## src/rtl/auo_delta_timing_gen_if.sv

```systemverilog
// Pixel source handshake bundle for auo_delta_timing_gen.
// Latency: none; plain wires.
// Backpressure: the consumer raises pix_ready for one clk_in cycle per pixel it takes.
// Signals: pix_rgb {R,G,B}, pix_valid (source has a pixel), pix_ready (consumer takes it).
interface auo_delta_timing_gen_if #(
  parameter int DW = 8
);
  logic [3*DW-1:0] pix_rgb;
  logic            pix_valid;
  logic            pix_ready;

  modport master (output pix_rgb, output pix_valid, input pix_ready);
  modport slave  (input pix_rgb, input pix_valid, output pix_ready);
endinterface

```

## src/rtl/auo_delta_timing_gen.sv

```systemverilog
// Timing generator + subpixel serialiser for serial-RGB delta-stripe LCD panels.
// Latency: outputs lag the h/v counters by one pixel tick; a fetched pixel drives rgb on its fetch tick.
// Backpressure: none toward the panel; a missing pixel at fetch is replaced by black and flagged.
// Ports: clk_in (2x pixel rate), rst_n (sync, active low), mode (0/3 stream, 1 gradient,
//        2 solid), pix (source handshake, slave side), rgb/hsync/vsync/pclk/de to the panel,
//        field (toggles per frame), underflow (sticky missed-pixel flag).
module auo_delta_timing_gen #(
  parameter int              DW          = 8,
  parameter int              H_TOTAL     = 1716,
  parameter int              V_TOTAL     = 263,
  parameter int              HSYNC_W     = 1,
  parameter int              VSYNC_W     = 1,
  parameter int              H_ACT_START = 167,
  parameter int              H_ACT_LEN   = 768,
  parameter int              V_ACT_START = 29,
  parameter int              V_ACT_LEN   = 226,
  parameter logic [DW-1:0]   BLANK_LVL   = 8'hFF,
  parameter logic [3*DW-1:0] SOLID_RGB   = 24'h00FF80
) (
  input  logic                   clk_in,
  input  logic                   rst_n,
  input  logic [1:0]             mode,
  auo_delta_timing_gen_if.slave  pix,
  output logic [DW-1:0]          rgb,
  output logic                   hsync,
  output logic                   vsync,
  output logic                   pclk,
  output logic                   de,
  output logic                   field,
  output logic                   underflow
);

  // One extra bit so that start+len never wraps when it equals the total.
  localparam int HW = $clog2(H_TOTAL + 1);
  localparam int VW = $clog2(V_TOTAL + 1);

  localparam logic [HW-1:0] H_LAST = HW'(H_TOTAL - 1);
  localparam logic [VW-1:0] V_LAST = VW'(V_TOTAL - 1);
  localparam logic [HW-1:0] H_SW   = HW'(HSYNC_W);
  localparam logic [VW-1:0] V_SW   = VW'(VSYNC_W);
  localparam logic [HW-1:0] H_AS   = HW'(H_ACT_START);
  localparam logic [HW-1:0] H_AE   = HW'(H_ACT_START + H_ACT_LEN);
  localparam logic [VW-1:0] V_AS   = VW'(V_ACT_START);
  localparam logic [VW-1:0] V_AE   = VW'(V_ACT_START + V_ACT_LEN);

  logic [HW-1:0]   hcount;
  logic [VW-1:0]   vcount;
  logic [1:0]      slot;
  logic [DW-1:0]   pix_cnt;
  logic [3*DW-1:0] held;
  logic [1:0]      mode_l;

  logic            tick;
  logic            h_wrap;
  logic            v_wrap;
  logic            act_line;
  logic            act_col;
  logic            active;
  logic            stream;
  logic            fetch;
  logic [1:0]      slot_cur;
  logic [3*DW-1:0] cur_pix;
  logic [DW-1:0]   sub_r;
  logic [DW-1:0]   sub_g;
  logic [DW-1:0]   sub_b;
  logic [DW-1:0]   sub;

  // Pixel-domain state moves on the clk_in edge where pclk falls.
  assign tick     = pclk;
  assign h_wrap   = (hcount == H_LAST);
  assign v_wrap   = (vcount == V_LAST);
  assign act_line = (vcount >= V_AS) && (vcount < V_AE);
  assign act_col  = (hcount >= H_AS) && (hcount < H_AE);
  assign active   = act_line && act_col;
  assign stream   = (mode_l == 2'd0) || (mode_l == 2'd3);

  // The slot is forced to 0 at the first active column so a line always starts on slot 0.
  assign slot_cur = (hcount == H_AS) ? 2'd0 : slot;

  assign fetch         = tick && active && (slot_cur == 2'd0) && stream;
  assign pix.pix_ready = fetch;

  always_comb begin
    cur_pix = held;
    case (mode_l)
      2'd1:    cur_pix = {3{pix_cnt}};
      2'd2:    cur_pix = SOLID_RGB;
      default: begin
        // On the fetch tick the incoming pixel is shown directly, not the stale held one.
        if (fetch) cur_pix = pix.pix_valid ? pix.pix_rgb : '0;
        else       cur_pix = held;
      end
    endcase
  end

  assign sub_r = cur_pix[3*DW-1:2*DW];
  assign sub_g = cur_pix[2*DW-1:DW];
  assign sub_b = cur_pix[DW-1:0];

  // Odd lines rotate the order to B,R,G to follow the delta subpixel layout.
  always_comb begin
    sub = sub_b;
    case (slot_cur)
      2'd0:    sub = vcount[0] ? sub_b : sub_r;
      2'd1:    sub = vcount[0] ? sub_r : sub_g;
      default: sub = vcount[0] ? sub_g : sub_b;
    endcase
  end

  always_ff @(posedge clk_in) begin
    if (!rst_n) begin
      pclk      <= 1'b0;
      rgb       <= '0;
      hsync     <= 1'b1;
      vsync     <= 1'b1;
      de        <= 1'b0;
      field     <= 1'b0;
      underflow <= 1'b0;
      hcount    <= '0;
      vcount    <= '0;
      slot      <= 2'd0;
      pix_cnt   <= '0;
      held      <= '0;
      mode_l    <= 2'd0;
    end else begin
      pclk <= ~pclk;
      if (tick) begin
        hsync <= !(hcount < H_SW);
        vsync <= !(vcount < V_SW);
        de    <= active;
        if (!act_line)    rgb <= BLANK_LVL;
        else if (act_col) rgb <= sub;
        else              rgb <= '0;

        if (fetch) begin
          held <= pix.pix_valid ? pix.pix_rgb : '0;
          if (!pix.pix_valid) underflow <= 1'b1;
        end

        if (active) slot <= (slot_cur == 2'd2) ? 2'd0 : slot_cur + 2'd1;

        if (h_wrap)                           pix_cnt <= '0;
        else if (active && slot_cur == 2'd2)  pix_cnt <= pix_cnt + 1'b1;

        if (h_wrap) begin
          hcount <= '0;
          if (v_wrap) begin
            vcount <= '0;
            field  <= ~field;
            mode_l <= mode;
          end else begin
            vcount <= vcount + 1'b1;
          end
        end else begin
          hcount <= hcount + 1'b1;
        end
      end
    end
  end

endmodule

```

## src/flat_wrapper.sv

```systemverilog
// flat-port wrapper written by rule: the top's interface ports become plain ports
module auo_delta_timing_gen_flat 
#(
  parameter int              DW          = 8,
  parameter int              H_TOTAL     = 1716,
  parameter int              V_TOTAL     = 263,
  parameter int              HSYNC_W     = 1,
  parameter int              VSYNC_W     = 1,
  parameter int              H_ACT_START = 167,
  parameter int              H_ACT_LEN   = 768,
  parameter int              V_ACT_START = 29,
  parameter int              V_ACT_LEN   = 226,
  parameter logic [DW-1:0]   BLANK_LVL   = 8'hFF,
  parameter logic [3*DW-1:0] SOLID_RGB   = 24'h00FF80
)
  (clk_in, rst_n, mode, rgb, hsync, vsync, pclk, de, field, underflow, pix_pix_rgb, pix_pix_valid, pix_pix_ready);
  auo_delta_timing_gen_if #(.DW(DW)) pix_i ();
  input  logic clk_in;
  input  logic rst_n;
  input  logic [1:0] mode;
  output logic [DW-1:0] rgb;
  output logic hsync;
  output logic vsync;
  output logic pclk;
  output logic de;
  output logic field;
  output logic underflow;
  input wire logic [$bits(pix_i.pix_rgb)-1:0] pix_pix_rgb;
  input wire logic [$bits(pix_i.pix_valid)-1:0] pix_pix_valid;
  output wire logic [$bits(pix_i.pix_ready)-1:0] pix_pix_ready;
  assign pix_i.pix_rgb = pix_pix_rgb;
  assign pix_i.pix_valid = pix_pix_valid;
  assign pix_pix_ready = pix_i.pix_ready;
  auo_delta_timing_gen #(.DW(DW), .H_TOTAL(H_TOTAL), .V_TOTAL(V_TOTAL), .HSYNC_W(HSYNC_W), .VSYNC_W(VSYNC_W), .H_ACT_START(H_ACT_START), .H_ACT_LEN(H_ACT_LEN), .V_ACT_START(V_ACT_START), .V_ACT_LEN(V_ACT_LEN), .BLANK_LVL(BLANK_LVL), .SOLID_RGB(SOLID_RGB)) u_core (.clk_in(clk_in), .rst_n(rst_n), .mode(mode), .pix(pix_i), .rgb(rgb), .hsync(hsync), .vsync(vsync), .pclk(pclk), .de(de), .field(field), .underflow(underflow));
endmodule
```

## config.mk

```make
export PLATFORM = sky130hd
export DESIGN_NAME = auo_delta_timing_gen_flat
export DESIGN_NICKNAME = d
export VERILOG_FILES = /design/src/rtl/auo_delta_timing_gen_if.sv /design/src/rtl/auo_delta_timing_gen.sv /design/src/flat_wrapper.sv
export SDC_FILE = /design/constraint.sdc
export NUM_CORES = 1
export LEC_CHECK = 0
export ABC_AREA = 1
export CORE_MARGIN = 3
export CORE_UTILIZATION = 40
export DETAILED_ROUTE_END_ITERATION = 8
export GPL_TIMING_DRIVEN = 0
export PLACE_DENSITY = 0.67
export SYNTH_ARGS = -nofsm -noshare
export SYNTH_HDL_FRONTEND = slang
export SYNTH_SLANG_ARGS = --single-unit
```

## constraint.sdc

```tcl
create_clock -name clk_in -period 4.6 [get_ports clk_in]
set_input_delay 0.92 -clock clk_in [delete_from_list [all_inputs] [get_ports clk_in]]
set_output_delay 0.92 -clock clk_in [all_outputs]
set_load 0.005 [all_outputs]
```

# Yosys cells after proc, flatten, opt, wreduce, memory -nomap -nowiden
# Cells that the tools add are included.
[totals]
ff_bits = 70
in_bits = 29
out_inout_bits = 15
word_cells = 67
[op_classes]
n_addsub = 4
n_lt_le_gt_ge = 6
n_eq_ne = 8
n_mux = 15
bitwise = 3
reduce_logical = 18
[ops]
columns = ["operator", "n"]
rows = [
  ["$mux 8", 7],
  ["$mux 24", 2],
  ["$pmux 24 s2", 1],
  ["$pmux 8 s2", 1],
  ["$add 11x1->11 const B", 1],
  ["$eq 11x11->1 const B", 1],
  ["$eq 11x8->1 const B", 1],
  ["$ge 11x8->1 const B", 1],
  ["$lt 11x1->1 const B", 1],
  ["$lt 11x10->1 const B", 1],
  ["$mux 11", 1],
  ["$add 9x1->9 const B", 1],
  ["$eq 9x9->1 const B", 1],
  ["$ge 9x5->1 const B", 1],
  ["$lt 9x1->1 const B", 1],
  ["$lt 9x8->1 const B", 1],
  ["$mux 9", 1],
  ["$add 8x1->8 const B", 1],
  ["$logic_and 1x1->1", 7],
  ["$eq 2x2->1 const B", 3],
  ["$reduce_and 2->1", 3],
  ["$reduce_and 3->1", 2],
  ["$eq 2x1->1 const B", 2],
  ["$logic_not 2->1", 2],
  ["other kinds (6)", 10],
]

# Longest topological paths before layout
[logic_depth]
ltp_word = 12
mapped_depth = 19
mapped_depth_nobuf = 17

# Worst setup path after synthesis
# No wires, ideal clock.
[synth_timing]
path_kind = "flip-flop to output port"
startpoint = "register u_core.hcount[0]"
endpoint = "output pix_pix_ready"
arrival_time_ns = 1.535
setup_slack_ns = 2.145
stages_incl_launch_ff = 13
path_buffers = 2
cell_sequence = "dfxtp_1 ha_1 nand2_2 clkinv_1 nand2_1 nor2_1 nor2_1 nand2_1 nor2b_2 buf_6 nand4_4 buf_6 inv_1"
[synth_via]
elab_chain_cells = 6
[synth_rtl]
columns = ["element", "line_no", "rtl"]
rows = [
  ["from (decl)", "auo_delta_timing_gen.sv:46", "logic [HW-1:0] hcount;"],
  ["from (signal assigned)", "auo_delta_timing_gen.sv:155", "hcount <= hcount + 1'b1;"],
  ["$ge 11x8->1 or $lt 11x10->1 (tied branches)", "auo_delta_timing_gen.sv:73", "assign act_col = (hcount >= H_AS) && (hcount < H_AE);"],
  ["$logic_and 1x1->1", "auo_delta_timing_gen.sv:73", ""],
  ["$logic_and 1x1->1", "auo_delta_timing_gen.sv:74", "assign active = act_line && act_col;"],
  ["$logic_and 1x1->1", "auo_delta_timing_gen.sv:80", "assign fetch = tick && active && (slot_cur == 2'd0) && stream;"],
  ["$logic_and 1x1->1 (*) (2 in a row)", "auo_delta_timing_gen.sv:80", ""],
  ["to (decl)", "flat_wrapper.sv:30", "output wire logic [$bits(pix_i.pix_ready)-1:0] pix_pix_ready;"],
]
# Mark *: on every way between the ends. The rest lies on a longest branch, timed or not.

# Worst setup path after layout
[layout_timing]
startpoint = "register u_core.hcount[1]"
endpoint = "output pix_pix_ready"
# Same word-level chain as after synthesis.

==> flow_metrics.tcl <==
set metrics [dict create \
    register_area_um2 1400 \
    critical_path_buf_inv_count 5 \
    gp_congestion 0.960 \
    grt_max_degree 13 \
    die_y_um 107 \
    syn_inst 603 \
    synth_cell_types 41 \
    hold_buffers 0 \
    drc 0 \
    cts_tree "yes" \
    cp_max_fo 10 \
    synth.avg_cell_area_um2 6.79 \
    die_w_um 107 \
    drtPass1Iterations 5 \
    critPathSlowestCell "clkdlybuf4s50_1" \
    pwr_density_cell_nw_per_um2 255 \
    grt_use_total_pct 20.7 \
    reg2reg_to "u_core.rgb[1]" \
    grt_first_pass_wirelength_um 19000 \
    cts_buffer_depth 2 \
    reg2reg_depth 19 \
    layout_common_cells "113 x nand2_1, 111 x nand3_1, 70 x dfxtp_1" \
    io_buffers 42 \
    num_antenna_cells 0 \
    vias 4098 \
    ys_seq_area_share_pct 34.2 \
    cts-buffers-inserted 9 \
    syn-num-nets 639 \
    arrival_ns 2.69 \
    nFillCells 988 \
    holdPathEnd "u_core.held[13]" \
    viasPerCell 5.16 \
    p_total_uw 1250 \
    nets 692 \
    post-route-period-util_pct 78.5 \
    ys_seq_elements 70 \
    tightest_slew_ns 0.811 \
    antenna_found_initial 0 \
    final_cell_area_um2 4890 \
    cts_sinks 70 \
    setup_viol 0 \
    initial_core_util_pct 41.5 \
    fp-row-count 36 \
    required_ns 3.68 \
    cts_resized 0 \
    crit_chain "ha_1 > nand2_2 > clkinv_1 > nand2_1 > nor2_1 > nor2_1 > nand2_1 > nor2b_2 > buf_6 > nand4_4 > buf_6 > inv_1 > clkdlybuf4s50_1" \
    rr_startpoint "u_core.hcount[1]" \
    min_path_cells 2 \
    routedWlPerCell_um 14.3 \
    hold_ws_ns 0.472 \
    critical_path.endpoint_type "output port" \
    ios 44 \
    path_clk_slew_ns 0.08 \
    min_period_ns 3.61 \
    drv_slew 0 \
    placedCellCount 778 \
    cts_root_buf "clkbuf_8" \
    hpwl_um 8670 \
    rsz0062_at_grt "false" \
    grt_overflow_total 0 \
    start_kind "flip-flop" \
    fin_tns_setup_ns 0 \
    drive_gt1_share_pct 10.3 \
    core_area_um2 9860 \
    clk-insertion-delay-late_ns 0.35 \
    ys_warn_count 0 \
    hold_start "u_core.held[13]" \
    cts_setup_buffers 0 \
    syn_to_final_growth_pct 19.6 \
    fmax_mhz 277 \
    grt_pass1_vias 4032 \
    reg2reg_slack_ns 1.95 \
    hp-class "reg -> reg" \
    wl_um 11400 \
    vdd_drop_max_v 0.000178 \
    ant_nets 0 \
    startpoint "u_core.hcount[1]" \
    skew_ns 0.0114 \
    path_delay_family "buffers and inverters" \
    static-leakage-power_uw 0.00198 \
    critical_path_class "reg -> out" \
    htree_num_levels 3 \
    multi_input_area_um2 2260 \
    layout_commonest_cell "nand2_1" \
    syn_area_um2 4090 \
    outcome "finished clean" \
    relSlewSlack_pct 45.7 \
    dr.first_iter.drc_count 208 \
    drv_cap 0 \
    hold_viol 0 \
    critPathMaxStageDelay_ns 0.49 \
    die_area_um2 11500 \
    fin_cells 794 \
    place_area_um2 4680 \
]
-- synthesized netlist by cell type (all sizes together) --
cell / instances / area, um^2
a211oi: 3 / 22.5
a21oi: 50 / 250
a311oi: 1 / 8.76
a31oi: 1 / 6.26
a32o: 1 / 10.0
a41oi: 1 / 8.76
and3: 1 / 6.26
buf: 13 / 98.8
clkbuf: 13 / 48.8
clkinv: 4 / 15.0
dfxtp: 70 / 1400
ha: 7 / 87.6
inv: 71 / 269
nand2: 116 / 443
nand3: 133 / 776
nand4: 3 / 33.8
nor2: 59 / 248
nor2b: 1 / 8.76
nor3: 17 / 95.1
nor3b: 6 / 45.0
nor4: 1 / 6.26
o2111a: 1 / 11.3
o21a: 3 / 22.5
o21ai: 19 / 106
o21bai: 1 / 7.51
or2: 2 / 12.5
xor2: 5 / 43.8
-- how the worst max path moves through the flow --
stage	slack [ns]	to	cells after the start
after floorplan	2.15	pix_pix_ready	12
after global placement	1.40	pix_pix_ready	13
after detailed placement	1.38	pix_pix_ready	13
after CTS	0.98	pix_pix_ready	13
after global routing	0.84	pix_pix_ready	13
final	0.99	pix_pix_ready	13
-- layer usage --
layer	vias up	routed length [um]	GRT usage (%)
met5	-	0	0
met4	0	283	9.22
met3	21	550	2.89
met2	116	5300	34.6
met1	1861	5220	26.3
li1	2100	-	-
-- stage by stage --
stage	worst slack, ns	utilization, %
floorplan	2.15	-
global placement	1.40	47.4
detailed placement	1.38	47.4
CTS	0.980	49.6
global route	0.836	49.6
finish	0.990	49.6
-- cell type report --
class                      instances  share of cell area (%)
clock inverter                     6                    1.76
inverter                          75                    5.80
tap                              133                    3.40
timing repair buffer              42                    8.59
buffer                            26                    3.02
sequential                        70                    28.6
multi-input combinational        432                    46.2
clock buffer                      10                    2.61
-- flip-flops by register name (all words and copies together), names as in the netlist --
signal and count:
u_core.rgb 8, u_core.pix_cnt 8, u_core.field 1, u_core.vsync 1, u_core.hcount 11, u_core.de 1, u_core.mode_l 2, u_core.underflow 1
u_core.pclk 1, u_core.hsync 1, u_core.slot 2, u_core.held 24, u_core.vcount 9
-- tightest hold or removal path, cell delays in order, from the launching register on --
cell and delay (ns):
dfxtp_1 0.31, nand2_1 0.07, a21oi_1 0.05
-- cell families (layout without fill, tap and decap cells) --
family | Yosys count | after routing | share of synthesized area, %
AND/OR/NAND/NOR | 339 | 339 | 40.9
buffers and inverters | 101 | 159 | 10.5
AO/OA/AOI/OAI | 81 | 81 | 11.1
flip-flops | 70 | 70 | 34.2
adder cells (fa/ha/maj) | 7 | 7 | 2.14
XOR/XNOR | 5 | 5 | 1.07
-- power breakdown --
part | internal [uW] | total, uW | leakage (uW) | switching, uW
sequential | 615 | 621 | 0.000567 | 6.39
combinational | 44.4 | 83.0 | 0.00130 | 38.6
clock | 304 | 545 | 0.000106 | 240
total | 963 | 1250 | 0.00198 | 285
(Power assumes the default switching activity.)
